`config.mk`:
```
export PLATFORM = sky130hd
export DESIGN_NAME = if_fetch
export DESIGN_NICKNAME = d
export VERILOG_FILES = /design/src/rtl/if_fetch.sv
export SDC_FILE = /design/constraint.sdc
export NUM_CORES = 1
export LEC_CHECK = 0
export CORE_MARGIN = 10
export CORE_UTILIZATION = 44
export DETAILED_ROUTE_END_ITERATION = 12
export GPL_TIMING_DRIVEN = 0
export PLACE_DENSITY = 0.82
export SYNTH_ARGS = -nofsm -noshare
export SYNTH_HDL_FRONTEND = slang
export SYNTH_SLANG_ARGS = --single-unit
```
`constraint.sdc`:
```
create_clock -name clk -period 2.9 [get_ports clk]
set_input_delay 0.29 -clock clk [delete_from_list [all_inputs] [get_ports clk]]
set_output_delay 0.29 -clock clk [all_outputs]
set_load 0.1 [all_outputs]
```
`src/rtl/if_fetch.sv`:
```
// Instruction-fetch stage: holds the PC, drives the instruction-bus handshake
// and presents pc/instruction/ITLB fault flags to the IF/ID register.
module if_fetch #(
   parameter logic [31:0] PC_RESET_ADDR = 32'hBFC0_0000,
   parameter int unsigned STALL_W       = 6
) (
   input  logic               clk,
   input  logic               rst,
   input  logic [STALL_W-1:0] stall,
   input  logic               flush,
   input  logic [31:0]        flush_pc,
   input  logic               branch_flag,
   input  logic [31:0]        branch_target,
   output logic               stall_req_if,
   output logic [31:0]        inst_addr_v,
   input  logic [31:0]        tlb_paddr,
   input  logic               tlb_miss,
   input  logic               tlb_valid,
   output logic               ibus_req,
   output logic [31:0]        ibus_addr,
   input  logic               ibus_ack,
   input  logic [31:0]        ibus_rdata,
   output logic [31:0]        if_pc,
   output logic [31:0]        if_inst,
   output logic               if_miss,
   output logic               if_valid,
   output logic [31:0]        if_inst_addr_v
);

   localparam logic [1:0] S_FETCH = 2'd0;
   localparam logic [1:0] S_HOLD  = 2'd1;
   localparam logic [1:0] S_DRAIN = 2'd2;

   localparam logic [31:0] PC_MASK = 32'hFFFF_FFFC;

   logic [1:0]  state_q, state_d;
   logic [31:0] pc_q, pc_d;
   logic        br_pend_q, br_pend_d;
   logic [31:0] br_tgt_q, br_tgt_d;
   logic [31:0] inst_buf_q, inst_buf_d;
   logic [31:0] req_addr_q, req_addr_d;

   logic        fault_c;
   logic        final_c;
   logic        advance_c;
   logic        req_c;
   logic [31:0] next_pc_c;
   logic        stall_hi_unused;

   // Only the PC/IF bit of the stall vector matters to this stage.
   assign stall_hi_unused = ^stall[STALL_W-1:1];

   assign inst_addr_v = pc_q;

   // State and datapath registers, synchronous reset.
   always_ff @(posedge clk) begin
      if (rst) begin
         state_q    <= S_FETCH;
         pc_q       <= PC_RESET_ADDR & PC_MASK;
         br_pend_q  <= 1'b0;
         br_tgt_q   <= 32'h0;
         inst_buf_q <= 32'h0;
         req_addr_q <= 32'h0;
      end else begin
         state_q    <= state_d;
         pc_q       <= pc_d;
         br_pend_q  <= br_pend_d;
         br_tgt_q   <= br_tgt_d;
         inst_buf_q <= inst_buf_d;
         req_addr_q <= req_addr_d;
      end
   end

   // Output decode, next PC selection and state transitions.
   always_comb begin
      state_d        = state_q;
      pc_d           = pc_q;
      br_pend_d      = br_pend_q;
      br_tgt_d       = br_tgt_q;
      inst_buf_d     = inst_buf_q;
      req_addr_d     = req_addr_q;
      req_c          = 1'b0;
      final_c        = 1'b0;
      ibus_addr      = req_addr_q;
      stall_req_if   = 1'b0;
      if_inst        = 32'h0;
      if_miss        = 1'b0;
      if_valid       = 1'b1;
      if_pc          = tlb_paddr;
      if_inst_addr_v = pc_q;
      fault_c        = tlb_miss | ~tlb_valid;

      case (state_q)
         S_FETCH: begin
            if (fault_c) begin
               // Faulting fetch never touches the bus; the fault itself is the result.
               if_miss  = tlb_miss;
               if_valid = tlb_valid;
               final_c  = 1'b1;
            end else begin
               req_c      = 1'b1;
               ibus_addr  = tlb_paddr;
               req_addr_d = tlb_paddr;
               if (ibus_ack) begin
                  if_inst = ibus_rdata;
                  final_c = 1'b1;
               end else begin
                  stall_req_if = 1'b1;
               end
            end
         end
         S_HOLD: begin
            if_inst = inst_buf_q;
            if_pc   = req_addr_q;
            final_c = 1'b1;
         end
         S_DRAIN: begin
            // Finish the abandoned transaction; its data is never presented.
            req_c        = 1'b1;
            stall_req_if = 1'b1;
         end
         default: state_d = S_FETCH;
      endcase

      advance_c = final_c & ~stall[0];

      if (branch_flag)    next_pc_c = branch_target;
      else if (br_pend_q) next_pc_c = br_tgt_q;
      else                next_pc_c = pc_q + 32'd4;

      if (flush) begin
         pc_d = flush_pc & PC_MASK;
         if (state_q == S_DRAIN) begin
            if (ibus_ack) state_d = S_FETCH;
         end else begin
            br_pend_d = 1'b0;
            state_d   = (req_c && !ibus_ack) ? S_DRAIN : S_FETCH;
         end
      end else if (advance_c) begin
         pc_d      = next_pc_c & PC_MASK;
         br_pend_d = 1'b0;
         state_d   = S_FETCH;
      end else begin
         if (branch_flag) begin
            br_pend_d = 1'b1;
            br_tgt_d  = branch_target;
         end
         if (state_q == S_FETCH && req_c && ibus_ack) begin
            inst_buf_d = ibus_rdata;
            state_d    = S_HOLD;
         end
         if (state_q == S_DRAIN && ibus_ack) state_d = S_FETCH;
      end

      ibus_req = req_c;
      if (rst) begin
         ibus_req       = 1'b0;
         stall_req_if   = 1'b0;
         if_inst        = 32'h0;
         if_miss        = 1'b0;
         if_valid       = 1'b1;
         if_pc          = 32'h0;
         if_inst_addr_v = 32'h0;
      end
   end

endmodule

```
==> out/results.txt <==
status = complete, no violations
design area = 11,000 µm²
Synth cell types = 62
CP Data Required Time = 2.61 ns
synth top area cells = dfxtp_1 (35%), nand2_1 (8.5%), a21oi_1 (6.4%), mux2i_1 (5.7%), mux2_2 (5.5%)
synthesized instance count = 965
final setup fails = 0
Nets = 1,419
all-layer global routing usage = 0.265
TritonCTS clock tree = done
CP Class = input pin to primary output
total global routing overflow = 0
flops & latches, synth = 127
Post-synth EDFFs = 0
area added between synthesis and finish = 50.3%
FF-to-FF Start = state_q[0]$_SDFF_PP0_
worst-margin pin slew = 1.01 ns
starting density of the core = 0.446
pin count of the biggest net entering global routing = 17
Hold WC Path Type = input pin to register
yosys warns = 0
crit-path max FO = 10
via/cell ratio = 5.70
DRT Pass-1 Iters = 6
core footprint = 16,500 µm²
setup slack, reg-to-reg = 0.15 ns
die span in y = 149 µm
crit path time final = 2.84 ns
CTS root buffer = clkbuf_16
first-pass GRT wire length = 46,700 µm
ys async rst share = 0
Crit path arrival time = 2.55 ns
vias post-DR = 8,620
Fin. Hold Viols = 0
Worst R2R End = inst_buf_q[11]$_SDFFE_PP0P_
IO Port Bufs = 290
Slew Limit Fails = 0
CTS buffer count = 17
CP endpoint = if_inst_addr_v[2]
CP Launch Type = input pin
Seq/Total Area, Yosys = 0.346
Reg clk slew, reported paths = 0.06 ns
utilization after layout = 0.670
clk buf depth = 2
Pwr per Cell Area = 561 nW/µm²
count leader, synth = nand2_1
Min Hold Slack = 0.370 ns
DRC viols = 0
row cnt = 47
FMAX = 352 MHz
commonest cells in the netlist = nand2_1 (167), dfxtp_1 (127), a21oi_1 (94)
final clock skew = 0.00542 ns
Post-DP Area = 10,700 µm²
Filler cells = 1,467
leading area contributor after synthesis = dfxtp_1
top-area cell type share of the netlist area = 0.346
die area = 22,300 µm²
Post-DP HPWL = 23,400 µm
top_reg_cell synth = dfxtp_1
post-route ant nets = 0
min-delay src = branch_flag
Chip Width = 149 µm
H-tree depth = 4
crit path launch = rst
vias in the first global route = 8,379
Avg WL per Cell = 20.5 µm
LEAKAGE = 4.57 nW
multi-input logic area = 4600 µm²
period utilization = 0.979
initial antenna violation count = 2
CP Capture Type = primary output
register area = 2540 µm²
fraction of layout cells with a size suffix above 1 = 0.219
Routability Congestion = 0.927
relative slew slack = 0.324
synthesized cell area = 7340 µm²
latest clock arrival within the worst-skew pair = 0.43 ns
clock sinks = 127
Post-Syn Area per Cell = 7.61 µm²
IO Pins = 305
max_cap viols = 0
initial drt markers = 788
VDD IR-drop max = 0.398 mV
Worst Reg-to-Reg Cells = 8
final WL = 31,000 µm
RSZ-0062 raised after global routing = false
Post-CTS Hold Buffers = 0
-- critical path, stage by stage --
cell and delay, ns:
clkdlybuf4s50_1 0.57, clkbuf_2 0.33, clkbuf_2 0.40, clkbuf_2 0.39, nor2_1 0.07, clkdlybuf4s15_2 0.49
-- stage by stage --
stage | TNS (ns) | power, W | setup WS, ns | cells
after floorplan | -0.307 | 0.00340 | -0.153 | 968
after global placement | -103.89 | 0.00401 | -1.21 | 1478
after detailed placement | -103.53 | 0.00403 | -1.20 | 1478
after CTS | 0 | 0.00620 | 0.000712 | 1511
after global routing | 0 | 0.00636 | 0.00254 | 1511
final | 0 | 0.00620 | 0.0623 | 1511
-- cell usage in the layout (no fill, tap or decap), types with 7 or more instances in the layout --
| cell type | netlist | routed |
|---|---|---|
| nor2_1 | 91 | 59 |
| buf_2 | 8 | 67 |
| mux2i_1 | 42 | 42 |
| nand3_1 | 11 | 11 |
| nor2_2 | 0 | 32 |
| and3_1 | 13 | 13 |
| clkdlybuf4s15_2 | 0 | 8 |
| buf_4 | 7 | 44 |
| dlymetal6s2s_1 | 0 | 13 |
| a21oi_1 | 94 | 62 |
| nor3_1 | 14 | 14 |
| inv_1 | 15 | 15 |
| mux2_2 | 36 | 36 |
| nand2_1 | 167 | 167 |
| nor2b_1 | 33 | 32 |
| o21ai_0 | 23 | 23 |
| and2_1 | 37 | 37 |
| clkdlybuf4s50_1 | 0 | 160 |
| dfxtp_1 | 127 | 127 |
| dlygate4sd2_1 | 0 | 15 |
| or3_1 | 9 | 9 |
| clkbuf_2 | 0 | 22 |
| o211ai_1 | 11 | 11 |
| a21oi_2 | 0 | 32 |
| clkbuf_1 | 67 | 50 |
| nor4_1 | 7 | 7 |
| clkbuf_16 | 0 | 17 |
| a22oi_1 | 36 | 36 |
-- area by class of cell --
class | count | area share
Antenna cell | 1 | 0.000227
Buffer | 89 | 0.0363
Clock buffer | 21 | 0.0426
Clock inverter | 11 | 0.0125
Inverter | 15 | 0.00510
Multi-Input combinational cell | 736 | 0.417
Sequential cell | 127 | 0.230
Tap cell | 220 | 0.0249
Timing Repair Buffer | 291 | 0.232
-- registers in the layout (all words and copies together), names as in the netlist --
register and flops:
req_addr_q 32, state_q 2, br_pend_q 1, inst_buf_q 32, inst_addr_v 30, br_tgt_q 30
-- layer usage --
| metal | wire length, µm | global-route usage | vias to the layer above | part of all wire |
|---|---|---|---|---|
| li1 | - | - | 3992 | - |
| met4 | 1120 | 0.104 | 2 | 0.036 |
| met3 | 4030 | 0.124 | 93 | 0.13 |
| met1 | 11300 | 0.290 | 3984 | 0.36 |
| met2 | 14500 | 0.438 | 549 | 0.47 |
| met5 | 13 | 0 | - | 0.00042 |
-- worst min path at each step --
stage / end / depth (start not counted)
finish: inst_addr_v[30]$_SDFFE_PP0N_ / 3
global route: inst_addr_v[30]$_SDFFE_PP0N_ / 3
floorplan: state_q[1]$_SDFF_PP0_ / 1
detailed placement: inst_buf_q[21]$_SDFFE_PP0P_ / 2
global placement: inst_buf_q[21]$_SDFFE_PP0P_ / 2
CTS: inst_addr_v[30]$_SDFFE_PP0N_ / 3
-- timing repair --
| item | CTS | global route |
|---|---|---|
| setup buffers | 1 | 0 |
| endpoints found under the setup margin | 130 | 102 |
| resized for setup | 486 | 96 |
| pin swaps | 1 | 0 |
-- power by group --
group / internal, W / switching, W / leakage [nW]
Combinational: 0.000543 / 0.00148 / 3.24
Clock: 0.00141 / 0.000844 / 0.295
Sequential: 0.00183 / 0.0000880 / 1.04
Total: 0.00378 / 0.00242 / 4.57
-- kinds of logic after synthesis --
logic type      share of synthesized area
fa+ha+maj                         0.00170
buf+inv                            0.0586
compound gates                      0.200
other cells                      0.000511
flops                               0.346
mux                                 0.112
xor+xnor                           0.0143
simple gates                        0.266
Note: power is estimated with default switching activity, not from simulation.
